`config.mk`:
```
export PLATFORM = sky130hd
export DESIGN_NAME = uart_tx_arbiter
export DESIGN_NICKNAME = d
export VERILOG_FILES = /design/src/rtl/uart_pkg.sv /design/src/rtl/rr_select.sv /design/src/rtl/uart_tx_arbiter.sv
export SDC_FILE = /design/constraint.sdc
export NUM_CORES = 1
export LEC_CHECK = 0
export CORE_MARGIN = 2
export CORE_UTILIZATION = 40
export DETAILED_ROUTE_END_ITERATION = 8
export PLACE_DENSITY = 0.71
export REMOVE_ABC_BUFFERS = 1
export SKIP_CTS_REPAIR_TIMING = 1
export SLEW_MARGIN = 25
export SYNTH_ARGS = -nofsm -noshare
export SYNTH_HDL_FRONTEND = slang
export SYNTH_SLANG_ARGS = --single-unit
export TNS_END_PERCENT = 5
```
`constraint.sdc`:
```
create_clock -name clk -period 3.37 [get_ports clk]
set_input_delay 0.337 -clock clk [delete_from_list [all_inputs] [get_ports clk]]
set_output_delay 0.337 -clock clk [all_outputs]
set_load 0.02 [all_outputs]
```
`src/rtl/uart_pkg.sv`:
```
`default_nettype none
// ============================================================================
//  Module      : uart_pkg
//  Description : Shared definitions for the UART transmit arbiter. It holds
//                the FSM state encoding, the default timeout values and a
//                one-hot to index helper.
//  Revision    : 1.0 - initial release
// ============================================================================
package uart_pkg;

    typedef enum logic [2:0] {
        ST_IDLE      = 3'd0,
        ST_ARB       = 3'd1,
        ST_SEND      = 3'd2,
        ST_STROBE    = 3'd3,
        ST_WAIT_ACK  = 3'd4,
        ST_WAIT_DONE = 3'd5
    } state_t;

    localparam int c_DEF_ACK_TIMEOUT  = 4;
    localparam int c_DEF_LOCK_TIMEOUT = 255;

    // Requester indices are always carried at the width of the largest
    // supported requester count. This keeps the pointer arithmetic
    // independent of NUM_REQ.
    localparam int c_MAX_REQ = 8;
    localparam int c_IDX_W   = 3;

    function automatic logic [c_IDX_W-1:0] oh2idx(input logic [c_MAX_REQ-1:0] oh);
        logic [c_IDX_W-1:0] idx;
        idx = '0;
        for (int i = 0; i < c_MAX_REQ; i++) begin
            if (oh[i]) idx = c_IDX_W'(i);
        end
        return idx;
    endfunction

endpackage
`default_nettype wire

```
`src/rtl/rr_select.sv`:
```
`default_nettype none
// ============================================================================
//  Module      : rr_select
//  Description : Round-robin priority selector. It picks the first set bit of
//                i_req, starting at position i_ptr and wrapping back to 0.
//  Ports       : i_req   - request vector
//                i_ptr   - highest-priority position (0..NUM_REQ-1)
//                o_gnt   - one-hot selection, all zero when nothing requests
//                o_found - at least one request present
//  Revision    : 1.0 - initial release
// ============================================================================
module rr_select
    import uart_pkg::*;
#(
    parameter int NUM_REQ = 4
) (
    input  logic [NUM_REQ-1:0] i_req,
    input  logic [c_IDX_W-1:0] i_ptr,
    output logic [NUM_REQ-1:0] o_gnt,
    output logic               o_found
);

    localparam logic [NUM_REQ-1:0] c_ONE = NUM_REQ'(1);

    logic [NUM_REQ-1:0] w_at_or_above;
    logic [NUM_REQ-1:0] w_upper;
    logic [NUM_REQ-1:0] w_pick_from;

    // Requests at or above the pointer take priority. When there are none,
    // the search wraps and the lowest request overall wins. x & -x isolates
    // the lowest set bit.
    assign w_at_or_above = ~((c_ONE << i_ptr) - c_ONE);
    assign w_upper       = i_req & w_at_or_above;
    assign w_pick_from   = (|w_upper) ? w_upper : i_req;
    assign o_gnt         = w_pick_from & (~w_pick_from + c_ONE);
    assign o_found       = |i_req;

endmodule
`default_nettype wire

```
`src/rtl/uart_tx_arbiter.sv`:
```
`default_nettype none
// ============================================================================
//  Module      : uart_tx_arbiter
//  Description : Packet-locking round-robin arbiter. It feeds byte streams
//                from NUM_REQ requesters into a single UART transmitter.
//  Ports       : clk, reset            - clock, async active-high reset
//                req_valid/data/last   - per-requester byte stream
//                req_ready             - accept, only the owner, only in SEND
//                uart_we/uart_data     - write strobe and byte to uart_tx
//                uart_busy             - transmitter busy
//                grant                 - one-hot current owner
//                ack_err               - pulse when busy never rose after a
//                                        strobe
//  Revision    : 1.0 - initial release
// ============================================================================
module uart_tx_arbiter
    import uart_pkg::*;
#(
    parameter int NUM_REQ      = 4,
    parameter int ACK_TIMEOUT  = c_DEF_ACK_TIMEOUT,
    parameter int LOCK_TIMEOUT = c_DEF_LOCK_TIMEOUT
) (
    input  logic                 clk,
    input  logic                 reset,
    input  logic [NUM_REQ-1:0]   req_valid,
    input  logic [8*NUM_REQ-1:0] req_data,
    input  logic [NUM_REQ-1:0]   req_last,
    output logic [NUM_REQ-1:0]   req_ready,
    output logic                 uart_we,
    output logic [7:0]           uart_data,
    input  logic                 uart_busy,
    output logic [NUM_REQ-1:0]   grant,
    output logic                 ack_err
);

    localparam int                  c_ACK_W    = $clog2(ACK_TIMEOUT + 1) + 1;
    localparam int                  c_LOCK_W   = $clog2(LOCK_TIMEOUT + 1) + 1;
    localparam logic [c_ACK_W-1:0]  c_ACK_LIM  = c_ACK_W'((ACK_TIMEOUT > 0) ? ACK_TIMEOUT - 1 : 0);
    localparam logic [c_LOCK_W-1:0] c_LOCK_LIM = c_LOCK_W'((LOCK_TIMEOUT > 0) ? LOCK_TIMEOUT - 1 : 0);
    localparam logic [c_IDX_W-1:0]  c_LAST_IDX = c_IDX_W'(NUM_REQ - 1);
    localparam logic                c_LOCK_EN  = (LOCK_TIMEOUT > 0);

    state_t                r_state;
    state_t                w_next;
    logic [NUM_REQ-1:0]    r_grant;
    logic [c_IDX_W-1:0]    r_owner;
    logic [c_IDX_W-1:0]    r_last_owner;
    logic [7:0]            r_data;
    logic                  r_last;
    logic [c_ACK_W-1:0]    r_ack_cnt;
    logic [c_LOCK_W-1:0]   r_lock_cnt;

    logic [c_IDX_W-1:0]    w_ptr;
    logic [NUM_REQ-1:0]    w_rr_gnt;
    logic                  w_rr_found;
    logic [c_MAX_REQ-1:0]  w_gnt8;
    logic                  w_own_valid;
    logic                  w_own_last;
    logic [7:0]            w_own_data;
    logic                  w_ack_exp;
    logic                  w_lock_exp;
    logic                  w_accept;
    logic                  w_release;
    logic [NUM_REQ-1:0]    w_ready;
    logic                  w_we;
    logic                  w_ack_err;

    // Search starts one past the previous owner. The pointer wraps from
    // NUM_REQ-1 back to 0.
    assign w_ptr = (r_last_owner == c_LAST_IDX) ? '0 : r_last_owner + c_IDX_W'(1);

    rr_select #(
        .NUM_REQ (NUM_REQ)
    ) u_rr_select (
        .i_req   (req_valid),
        .i_ptr   (w_ptr),
        .o_gnt   (w_rr_gnt),
        .o_found (w_rr_found)
    );

    always_comb begin
        w_gnt8 = '0;
        for (int i = 0; i < NUM_REQ; i++) begin
            w_gnt8[i] = w_rr_gnt[i];
        end
    end

    // Only the owner's lanes are visible. Other requesters cannot influence
    // the packet in flight.
    assign w_own_valid = |(req_valid & r_grant);
    assign w_own_last  = |(req_last & r_grant);

    always_comb begin
        w_own_data = '0;
        for (int i = 0; i < NUM_REQ; i++) begin
            if (r_grant[i]) w_own_data = w_own_data | req_data[8*i +: 8];
        end
    end

    assign w_ack_exp  = (r_ack_cnt >= c_ACK_LIM);
    assign w_lock_exp = c_LOCK_EN && (r_lock_cnt >= c_LOCK_LIM);

    always_comb begin
        w_next    = r_state;
        w_ready   = '0;
        w_we      = 1'b0;
        w_ack_err = 1'b0;
        w_accept  = 1'b0;
        w_release = 1'b0;
        case (r_state)
            ST_IDLE: begin
                if (|req_valid) w_next = ST_ARB;
            end
            ST_ARB: begin
                w_next = w_rr_found ? ST_SEND : ST_IDLE;
            end
            ST_SEND: begin
                w_ready = r_grant;
                if (w_own_valid) begin
                    w_accept = 1'b1;
                    w_next   = ST_STROBE;
                end else if (w_lock_exp) begin
                    w_release = 1'b1;
                    w_next    = ST_IDLE;
                end
            end
            ST_STROBE: begin
                w_we   = 1'b1;
                w_next = ST_WAIT_ACK;
            end
            ST_WAIT_ACK: begin
                if (uart_busy) begin
                    w_next = ST_WAIT_DONE;
                end else if (w_ack_exp) begin
                    w_ack_err = 1'b1;
                    w_next    = ST_WAIT_DONE;
                end
            end
            ST_WAIT_DONE: begin
                if (!uart_busy) begin
                    if (r_last) begin
                        w_release = 1'b1;
                        w_next    = ST_IDLE;
                    end else begin
                        w_next = ST_SEND;
                    end
                end
            end
            default: w_next = ST_IDLE;
        endcase
    end

    always_ff @(posedge clk or posedge reset) begin
        if (reset) begin
            r_state      <= ST_IDLE;
            r_grant      <= '0;
            r_owner      <= '0;
            r_last_owner <= c_LAST_IDX;
            r_data       <= 8'h00;
            r_last       <= 1'b0;
            r_ack_cnt    <= '0;
            r_lock_cnt   <= '0;
        end else begin
            r_state <= w_next;

            if (r_state == ST_ARB && w_rr_found) begin
                r_grant <= w_rr_gnt;
                r_owner <= oh2idx(w_gnt8);
            end
            if (w_release) begin
                r_grant      <= '0;
                r_last_owner <= r_owner;
            end

            if (w_accept) begin
                r_data <= w_own_data;
                r_last <= w_own_last;
            end

            if (r_state == ST_WAIT_ACK) begin
                if (r_ack_cnt != '1) r_ack_cnt <= r_ack_cnt + c_ACK_W'(1);
            end else begin
                r_ack_cnt <= '0;
            end

            // Counts consecutive SEND cycles in which the owner has no byte.
            // It clears on accept because the FSM then leaves SEND.
            if (r_state == ST_SEND && !w_own_valid) begin
                if (r_lock_cnt != '1) r_lock_cnt <= r_lock_cnt + c_LOCK_W'(1);
            end else begin
                r_lock_cnt <= '0;
            end
        end
    end

    assign req_ready = w_ready;
    assign uart_we   = w_we;
    assign uart_data = r_data;
    assign grant     = r_grant;
    assign ack_err   = w_ack_err;

endmodule
`default_nettype wire

```
Yosys cells after proc, flatten, opt, wreduce, memory -nomap -nowiden
Cells that the tools add are included.
Widths: inputs -> output; s select.
{"block": "word_totals", "register_bits": 35, "in_bits": 43, "output_inout_bits": 18, "elab_cells": 85}
{"block": "op_classes", "n_addsub": 5, "magnitude_cmp": 2, "eq_ne": 14, "shift": 1, "muxes": 36, "bitwise": 9, "n_reduce_logical": 10}
{"cell": "$mux 8", "n": 4}
{"cell": "$mux 3", "n": 8}
{"cell": "$mux 4", "n": 6}
{"cell": "$or 8x8->8", "n": 3}
{"cell": "$mux 9", "n": 2}
{"cell": "$pmux 3 s6", "n": 1}
{"cell": "$and 4x4->4", "n": 4}
{"cell": "$reduce_or 4->1", "n": 4}
{"cell": "$mux 1", "n": 11}
{"cell": "$add 9x1->9 const B", "n": 1}
{"cell": "$eq 3x2->1 const B", "n": 3}
{"cell": "$ge 9x8->1 const B", "n": 1}
{"cell": "$ne 9x9->1 const B", "n": 1}
{"cell": "$add 4x1->4 const B", "n": 2}
{"cell": "$not 4->4", "n": 2}
{"cell": "$eq 3x3->1 const B", "n": 2}
{"cell": "$mux 2", "n": 3}
{"cell": "$ne 3x3->1 const B", "n": 2}
{"cell": "$ge 4x2->1 const B", "n": 1}
{"cell": "$ne 2x1->1 const B", "n": 2}
{"cell": "$ne 2x2->1 const B", "n": 2}
{"cell": "$ne 4x4->1 const B", "n": 1}
{"cell": "$reduce_and 4->1", "n": 1}
{"cell": "$shl 1x3->4 const A", "n": 1}
{"cell": "other kinds (8)", "n": 9}

Depth between registers and ports, before layout
Gate-level depths: netlist (run 1).
{"block": "logic_depth", "word_depth": 14, "ltp_mapped": 9, "ltp_nobuf": 8}

By module
Synthesis (run 1) repeated with hierarchy kept, for this count alone.
{"block": "hier_totals", "hier_cells": 206, "hier_area_um2": 1964.4}
{"mod": "uart_tx_arbiter", "instances": 1, "cells_per_inst": 177, "area_per_inst_um2": 1759.2, "seq_area_each_um2": 828.3}
{"mod": "rr_select", "instances": 1, "cells_per_inst": 29, "area_per_inst_um2": 205.2, "seq_area_each_um2": 0.0}

Worst setup path after synthesis (run 1)
OpenSTA, ideal clock, no wires.
{"block": "synth_path", "kind": "reg2reg", "start": "reg r_grant[2] (netlist: grant[2])", "end": "reg r_last_owner[0]", "setup_time_ns": 0.082, "arrival_ns": 1.657, "t_required_ns": 3.288, "slack_ns": 1.631, "stages_incl_launch_ff": 5, "n_path_buf": 0, "synth_period_minus_slack_ns": 1.739, "path_cell_list": "dfrtp_1 a22oi_1 nand3_2 o21ai_2 mux2_2"}
{"block": "synth_via", "elab_chain_len": 4}
{"item": "from (decl)", "line_no": "uart_tx_arbiter.sv:45", "rtl": "logic [NUM_REQ-1:0] r_grant;"}
{"item": "from (signal assigned)", "line_no": "uart_tx_arbiter.sv:167", "rtl": "r_grant <= w_rr_gnt;"}
{"item": "$and 4x4->4", "line_no": "uart_tx_arbiter.sv:90", "rtl": "assign w_own_valid = |(req_valid & r_grant);"}
{"item": "$reduce_or 4->1", "line_no": "uart_tx_arbiter.sv:90"}
{"item": "$mux 1", "line_no": "uart_tx_arbiter.sv:119", "rtl": "if (w_own_valid) begin"}
{"item": "$pmux 1 s2", "line_no": "uart_tx_arbiter.sv:110", "rtl": "case (r_state)"}
{"item": "to (signal assigned)", "line_no": "uart_tx_arbiter.sv:158", "rtl": "r_last_owner <= c_LAST_IDX;"}
{"item": "to (signal assigned)", "line_no": "uart_tx_arbiter.sv:172", "rtl": "r_last_owner <= r_owner;"}
{"item": "to (decl)", "line_no": "uart_tx_arbiter.sv:47", "rtl": "logic [c_IDX_W-1:0] r_last_owner;"}
Every way passes these cells.
A chain may end at the register's enable or synchronous reset.

Worst setup path in the final report (run 1)
{"block": "layout_path", "start": "reg r_state[2]", "end": "out req_ready[1]"}
{"block": "layout_via", "elab_chain_len": 2}
{"item": "from (decl)", "line_no": "uart_tx_arbiter.sv:43", "rtl": "state_t r_state;"}
{"item": "from (signal assigned)", "line_no": "uart_tx_arbiter.sv:164", "rtl": "r_state <= w_next;"}
{"item": "$eq 3x2->1", "line_no": "uart_tx_arbiter.sv:110"}
{"item": "$mux 4", "line_no": "uart_tx_arbiter.sv:110"}
{"item": "to (decl)", "line_no": "uart_tx_arbiter.sv:28", "rtl": "output logic [NUM_REQ-1:0] req_ready,"}
Every way passes these cells.

==> flow_metrics.env, run 1 <==
export IMPL_async_flop_share=1.00
export IMPL_floorplan_die_width_um=72.5
export IMPL_top_level_ports=61
export IMPL_floorplan_core_area_sq_um=4440
export IMPL_dpl_instance_area_sq_um=2520
export IMPL_mostFrequentLayoutCells="sky130_fd_sc_hd__clkdlybuf4s50_1 (60), sky130_fd_sc_hd__dfrtp_1 (31), sky130_fd_sc_hd__nor2_1 (26)"
export IMPL_hold_class="in -> async"
export IMPL_layout_cells_most_common="sky130_fd_sc_hd__clkdlybuf4s50_1"
export IMPL_timing_max_cap_violations=0
export IMPL_finalNetCount=306
export IMPL_tot_gr_track_use=0.200
export IMPL_timing_final_crit_share=0.698
export IMPL_worst_slew_pin_transition_ps=760
export IMPL_required_ps=3030
export IMPL_share_seq_of_total_power=0.399
export IMPL_tritoncts_num_buffers=5
export IMPL_clock_power_share=0.153
export IMPL_die_h_um=72.5
export IMPL_wl_per_cell_um=15.7
export IMPL_achievable_frequency_mhz=425
export IMPL_tritoncts="done"
export IMPL_antenna_cells_inserted=0
export IMPL_utilization_after_layout=0.584
export IMPL_irDropWorstVdd_v=0.000546
export IMPL_synth_cells=196
export IMPL_drtIter0Drc=74
export IMPL_p_comb_frac=0.448
export IMPL_mappedNetlistArea_sq_um=1880
export IMPL_power_density_nw_per_um2=669
export IMPL_cts_buffer_depth=2
export IMPL_grt_remaining_overflow=0
export IMPL_seq_cells_post_synth=33
export IMPL_clk_pin_slew_ps=70
export IMPL_setup_tns_ps=0
export IMPL_antenna_found_initial=0
export IMPL_first_pass_drt_iterations=4
export IMPL_setup_viol=0
export IMPL_worst_setup_path_end_kind="output port"
export IMPL_synth_yosys_seq_area_share=0.441
export IMPL_syn_area_per_cell_sq_um=9.58
export IMPL_num_vias=1696
export IMPL_final_period_minus_worst_setup_slack_ps=2350
export IMPL_grt_first_pass_wirelength_um=8050
export IMPL_via_count_of_the_first_global_routing_pass=1690
export IMPL_initial_utilization=0.422
export IMPL_detailedPlacementHpwl_um=3600
export IMPL_drc=0
export IMPL_area_growth_from_synthesis_to_layout_pct=38.2
export IMPL_clock_tree_root_cell="sky130_fd_sc_hd__clkbuf_8"
export IMPL_place_port_buffers=60
export IMPL_finalHoldViolCount=0
export IMPL_gp_congestion=0.779
export IMPL_final_cell_area_sq_um=2590
export IMPL_number_of_distinct_library_cells_after_synthesis=44
export IMPL_yosysWarnings=0
export IMPL_critical_path_class="reg -> out"
export IMPL_placement_rows=24
export IMPL_ys_dominant_reg_cell="sky130_fd_sc_hd__dfrtp_1"
export IMPL_final_critical_path_setup_slack_ps=1020
export IMPL_final_max_slew_viol_count=0
export IMPL_pin_count_of_the_biggest_net_entering_global_routing=34
export IMPL_drive_above_1_share=0.0781
export IMPL_switchingPower_uw=688
export IMPL_result_of_the_run="finished, final reports clean"
export IMPL_leakage_uw=0.00105
export IMPL_p_sw_frac=0.396
export IMPL_post_place_ws_ps=1060
export IMPL_final_setup_skew_ps=7.39
export IMPL_rsz0062_at_grt="no"
export IMPL_internal_power_uw=1050
export IMPL_finalWirelength_um=4850
export IMPL_vias_per_instance=5.51
export IMPL_clock_latency_ps=280
export IMPL_maxSlewHeadroom=0.490
export IMPL_ant_nets=0
export IMPL_die_area_sq_um=5260
export IMPL_setup_reg_to_reg_worst_slack_ps=1300
export IMPL_critical_path_max_fanout=13
export IMPL_timing_critical_path_arrival_ps=2020
export IMPL_clock_sinks=33
export IMPL_worst_setup_path_start_kind="flip-flop"
export IMPL_clock_tree_htree_level_count=2
export IMPL_edff_count_synth=0
-- per-stage QoR --
step | total power (uW) | instances | hold WS (ps)
after floorplan | 1140 | 189 | 443
after global placement | 1470 | 302 | 488
after detailed placement | 1480 | 302 | 489
after CTS | 1750 | 308 | 482
after global routing | 1870 | 308 | 541
final | 1740 | 308 | 474
-- cell type report --
cell class	count	area, sq um
Sequential cell	33	828
Tap cell	52	65.1
Timing Repair Buffer	61	608
Multi-Input combinational cell	151	1000
Fill cell	413	1850
Clock inverter	1	5.00
Clock buffer	5	68.8
Inverter	5	18.8
-- worst paths after layout --
path	from	to	depth (start not counted)
setup / recovery	r_state[2]	req_ready[1]	3
hold / removal	reset	grant[2]	3
setup reg to reg	grant[3]	r_last_owner[1]	4
hold reg to reg	r_owner[1]	r_owner[1]	2
max in group asynchronous	reset	r_last_owner[1]	3
min in group clk	r_owner[1]	r_owner[1]	2
-- state kept, by name, summed over array words and instances (netlist names) --
register,flops
uart_data,8
r_owner,2
r_ack_cnt,4
r_lock_cnt,9
r_last_owner,2
r_last,1
grant,4
r_state,3
-- critical path, cell delays in order (launching register included) --
cell and delay, ps:
sky130_fd_sc_hd__dfrtp_1 530, sky130_fd_sc_hd__nor3b_2 430, sky130_fd_sc_hd__and2_1 180, sky130_fd_sc_hd__clkdlybuf4s50_1 600
-- cell usage after synthesis (3+ instances only) --
cell type,instances,area [sq um]
sky130_fd_sc_hd__nor2_1,26,97.6
sky130_fd_sc_hd__nand3_1,6,30.0
sky130_fd_sc_hd__nand3b_1,3,22.5
sky130_fd_sc_hd__xor2_1,4,35.0
sky130_fd_sc_hd__dfrtp_1,31,776
sky130_fd_sc_hd__xnor2_1,3,26.3
sky130_fd_sc_hd__inv_1,5,18.8
sky130_fd_sc_hd__nor3b_1,3,22.5
sky130_fd_sc_hd__and2_1,5,31.3
sky130_fd_sc_hd__mux2i_1,3,30.0
sky130_fd_sc_hd__nand2_1,8,30.0
sky130_fd_sc_hd__nand2b_1,4,25.0
sky130_fd_sc_hd__clkbuf_1,6,22.5
sky130_fd_sc_hd__a22oi_1,20,150
sky130_fd_sc_hd__nor3_1,7,35.0
sky130_fd_sc_hd__a21oi_1,10,50.1
sky130_fd_sc_hd__o31ai_1,3,22.5
sky130_fd_sc_hd__ha_1,6,75.1
sky130_fd_sc_hd__a31oi_1,10,62.6
-- cells by family (layout without fill, tap and decap cells) --
kind of cell	count (synthesis)	count (layout)	synth area share
adders and majority gates	6	6	0.0400
muxes	5	5	0.0280
xor gates and xnor gates	7	7	0.0327
DFF	33	33	0.441
and+or+nand+nor	76	76	0.218
buffers and inverters	12	72	0.0260
AOI/OAI and AO/OA	57	57	0.214
-- layer usage --
| metal | share of wire | global-route usage | vias to the layer above |
|---|---|---|---|
| met4 | 0.013 | 0.0638 | 0 |
| met1 | 0.46 | 0.256 | 816 |
| met5 | 0 | 0 | - |
| li1 | - | - | 848 |
| met3 | 0.027 | 0.0361 | 4 |
| met2 | 0.50 | 0.341 | 28 |
-- power by group through the flow --
stage / Combinational, uW / Sequential (uW) / Clock [uW]
finish: 778 / 693 / 265
global route: 857 / 716 / 295
CTS: 784 / 694 / 277
detailed placement: 782 / 701 / 0
global placement: 778 / 696 / 0
floorplan: 408 / 730 / 0
Power figures use the tool's default switching activity.
==> run 2: changes to the inputs <==
Settings changed: PLACE_DENSITY 0.71 to 0.74.
Clock period 3.37 ns to 2 ns, I/O delays scaled along.
==> run 2 against run 1 <==
- cell count rose by 5.2%
- global-route usage rose by 0.18 points
- wire length rose by 0.21%
- first-iteration DRC count rose by 58%
- worst hold slack got worse by 160 ps
- cell area rose by 6.5%
- die area did not move
- largest cell class unchanged
==> flow_metrics.env, run 2 (synthesis results as in run 1) <==
export IMPL_path_cells="nor3b_1 > clkdlybuf4s50_1"
export IMPL_clock_sinks=33
export IMPL_place_port_buffers=60
export IMPL_finalWirelength_um=4860
export IMPL_antenna_cells_inserted=0
export IMPL_clock_latency_ps=280
export IMPL_area_growth_from_synthesis_to_layout_pct=47.1
export IMPL_rsz0062_at_grt="no"
export IMPL_result_of_the_run="finished, final reports clean"
export IMPL_finalNetCount=320
export IMPL_critical_path_max_stage_delay_ps=670
export IMPL_critical_path_max_fanout=8
export IMPL_clock_tree_root_cell="sky130_fd_sc_hd__clkbuf_8"
export IMPL_final_period_minus_worst_setup_slack_ps=1910
export IMPL_hold_class="in -> async"
export IMPL_clock_tree_htree_level_count=2
export IMPL_required_ps=1800
export IMPL_drc=0
export IMPL_worst_setup_path_end_kind="output port"
export IMPL_top_level_ports=61
export IMPL_timing_final_crit_share=0.953
export IMPL_floorplan_core_area_sq_um=4440
export IMPL_worst_r2r_endpoint="r_lock_cnt[5]"
export IMPL_power_density_nw_per_um2=1170
export IMPL_fillCellCount=384
export IMPL_pin_count_of_the_biggest_net_entering_global_routing=34
export IMPL_worst_setup_path_start_kind="flip-flop"
export IMPL_cts_buffer_depth=2
export IMPL_worst_r2r_startpoint="r_lock_cnt[0]"
export IMPL_finalHoldViolCount=0
export IMPL_tritoncts="done"
export IMPL_max_flop_register="r_lock_cnt"
export IMPL_worstRegToRegCells=7
export IMPL_initial_utilization=0.422
export IMPL_fin_worst_hold_slack_ps=314
export IMPL_die_h_um=72.5
export IMPL_largest_reg_flops=9
export IMPL_maxSlewHeadroom=0.611
export IMPL_ant_nets=0
export IMPL_layout_cells_most_common="sky130_fd_sc_hd__clkdlybuf4s50_1"
export IMPL_tot_gr_track_use=0.201
export IMPL_final_setup_skew_ps=3.62
export IMPL_gp_congestion=0.895
export IMPL_via_count_of_the_first_global_routing_pass=1743
export IMPL_setup_reg_to_reg_worst_slack_ps=220
export IMPL_floorplan_die_width_um=72.5
export IMPL_achievable_frequency_mhz=525
export IMPL_first_pass_drt_iterations=4
export IMPL_clk_pin_slew_ps=70
export IMPL_wl_per_cell_um=15.0
export IMPL_antenna_found_initial=0
export IMPL_die_area_sq_um=5260
export IMPL_placement_rows=24
export IMPL_critical_path_class="reg -> out"
export IMPL_timing_critical_path_arrival_ps=1710
export IMPL_detailedPlacementHpwl_um=3630
export IMPL_setup_viol=0
export IMPL_irDropWorstVdd_v=0.000781
export IMPL_leakage_uw=0.00123
export IMPL_tritoncts_num_buffers=5
export IMPL_utilization_after_layout=0.621
export IMPL_num_vias=1795
export IMPL_grt_first_pass_wirelength_um=8160
export IMPL_timing_max_cap_violations=0
export IMPL_final_max_slew_viol_count=0
export IMPL_vias_per_instance=5.54
export IMPL_drtIter0Drc=117
export IMPL_worst_slew_pin_transition_ps=583
export IMPL_critical_path_slowest_cell="sky130_fd_sc_hd__clkdlybuf4s50_1"
export IMPL_grt_remaining_overflow=0
export IMPL_drive_above_1_share=0.129
export IMPL_mostFrequentLayoutCells="sky130_fd_sc_hd__clkdlybuf4s50_1 (55), sky130_fd_sc_hd__dfrtp_1 (31), sky130_fd_sc_hd__nor2_1 (26)"
==> run 2: changes by cell type in the layout (fill, tap and decap cells not counted) <==
cell                              previous run  this run
sky130_fd_sc_hd__bufinv_16                   0         1
sky130_fd_sc_hd__clkdlybuf4s50_1            60        55
sky130_fd_sc_hd__dlymetal6s2s_1              0         5
sky130_fd_sc_hd__a21boi_2                    1         0
sky130_fd_sc_hd__buf_4                       1        15
sky130_fd_sc_hd__clkinv_2                    1         0
sky130_fd_sc_hd__clkbuf_8                    5         6
sky130_fd_sc_hd__clkbuf_1                    0         1
sky130_fd_sc_hd__a21boi_4                    0         1
==> run 2: worst max-delay path by stage <==
| stage | from | endpoint | slack [ps] |
|---|---|---|---|
| after global placement | req_valid[0] | r_state[0] | 60 |
| after detailed placement | req_valid[0] | r_state[0] | 30 |
| after CTS | r_ack_cnt[0] | ack_err | -20 |
| final | r_state[0] | uart_we | 90 |
| after floorplan | grant[2] | r_last_owner[0] | 160 |
| after global routing | r_state[1] | uart_we | 3 |
==> run 2: final cells by class <==
cell class	count	area, sq um	area share
Clock inverter	1	30.0	0.0109
Multi-Input combinational cell	151	1010	0.365
Tap cell	52	65.1	0.0236
Inverter	5	18.8	0.00680
Timing Repair Buffer	75	726	0.263
Sequential cell	33	828	0.300
Clock buffer	7	86.3	0.0313
==> run 2: layer usage <==
layer / wire length (um) / global-route usage
met5: 0 / 0
met4: 102 / 0.0782
met3: 189 / 0.0375
met2: 2430 / 0.349
met1: 2130 / 0.249
==> run 2: metrics by stage <==
stage               TNS, ps  cell area, sq um  worst slack [ps]  power, uW  instances
finish                    0              2760              93.8       3230        324
global route              0              2760              3.48       3460        324
CTS                   -97.5              2740             -24.6       3250        324
detailed placement        0              2630              31.6       2600        316
global placement          0              2630              55.9       2570        316
floorplan                 0              1850               165       1920        189
==> run 2: worst max-delay path: cells and delay by family (launching register included) <==
kind | cells | cell delay (ps)
buffers and inverters | 1 | 670
flip-flops | 1 | 470
AND/OR/NAND/NOR | 1 | 290
==> run 2: power breakdown <==
group | switching, uW | internal, uW
Clock | 234 | 406
Combinational | 811 | 734
Sequential | 156 | 888
Total | 1200 | 2030
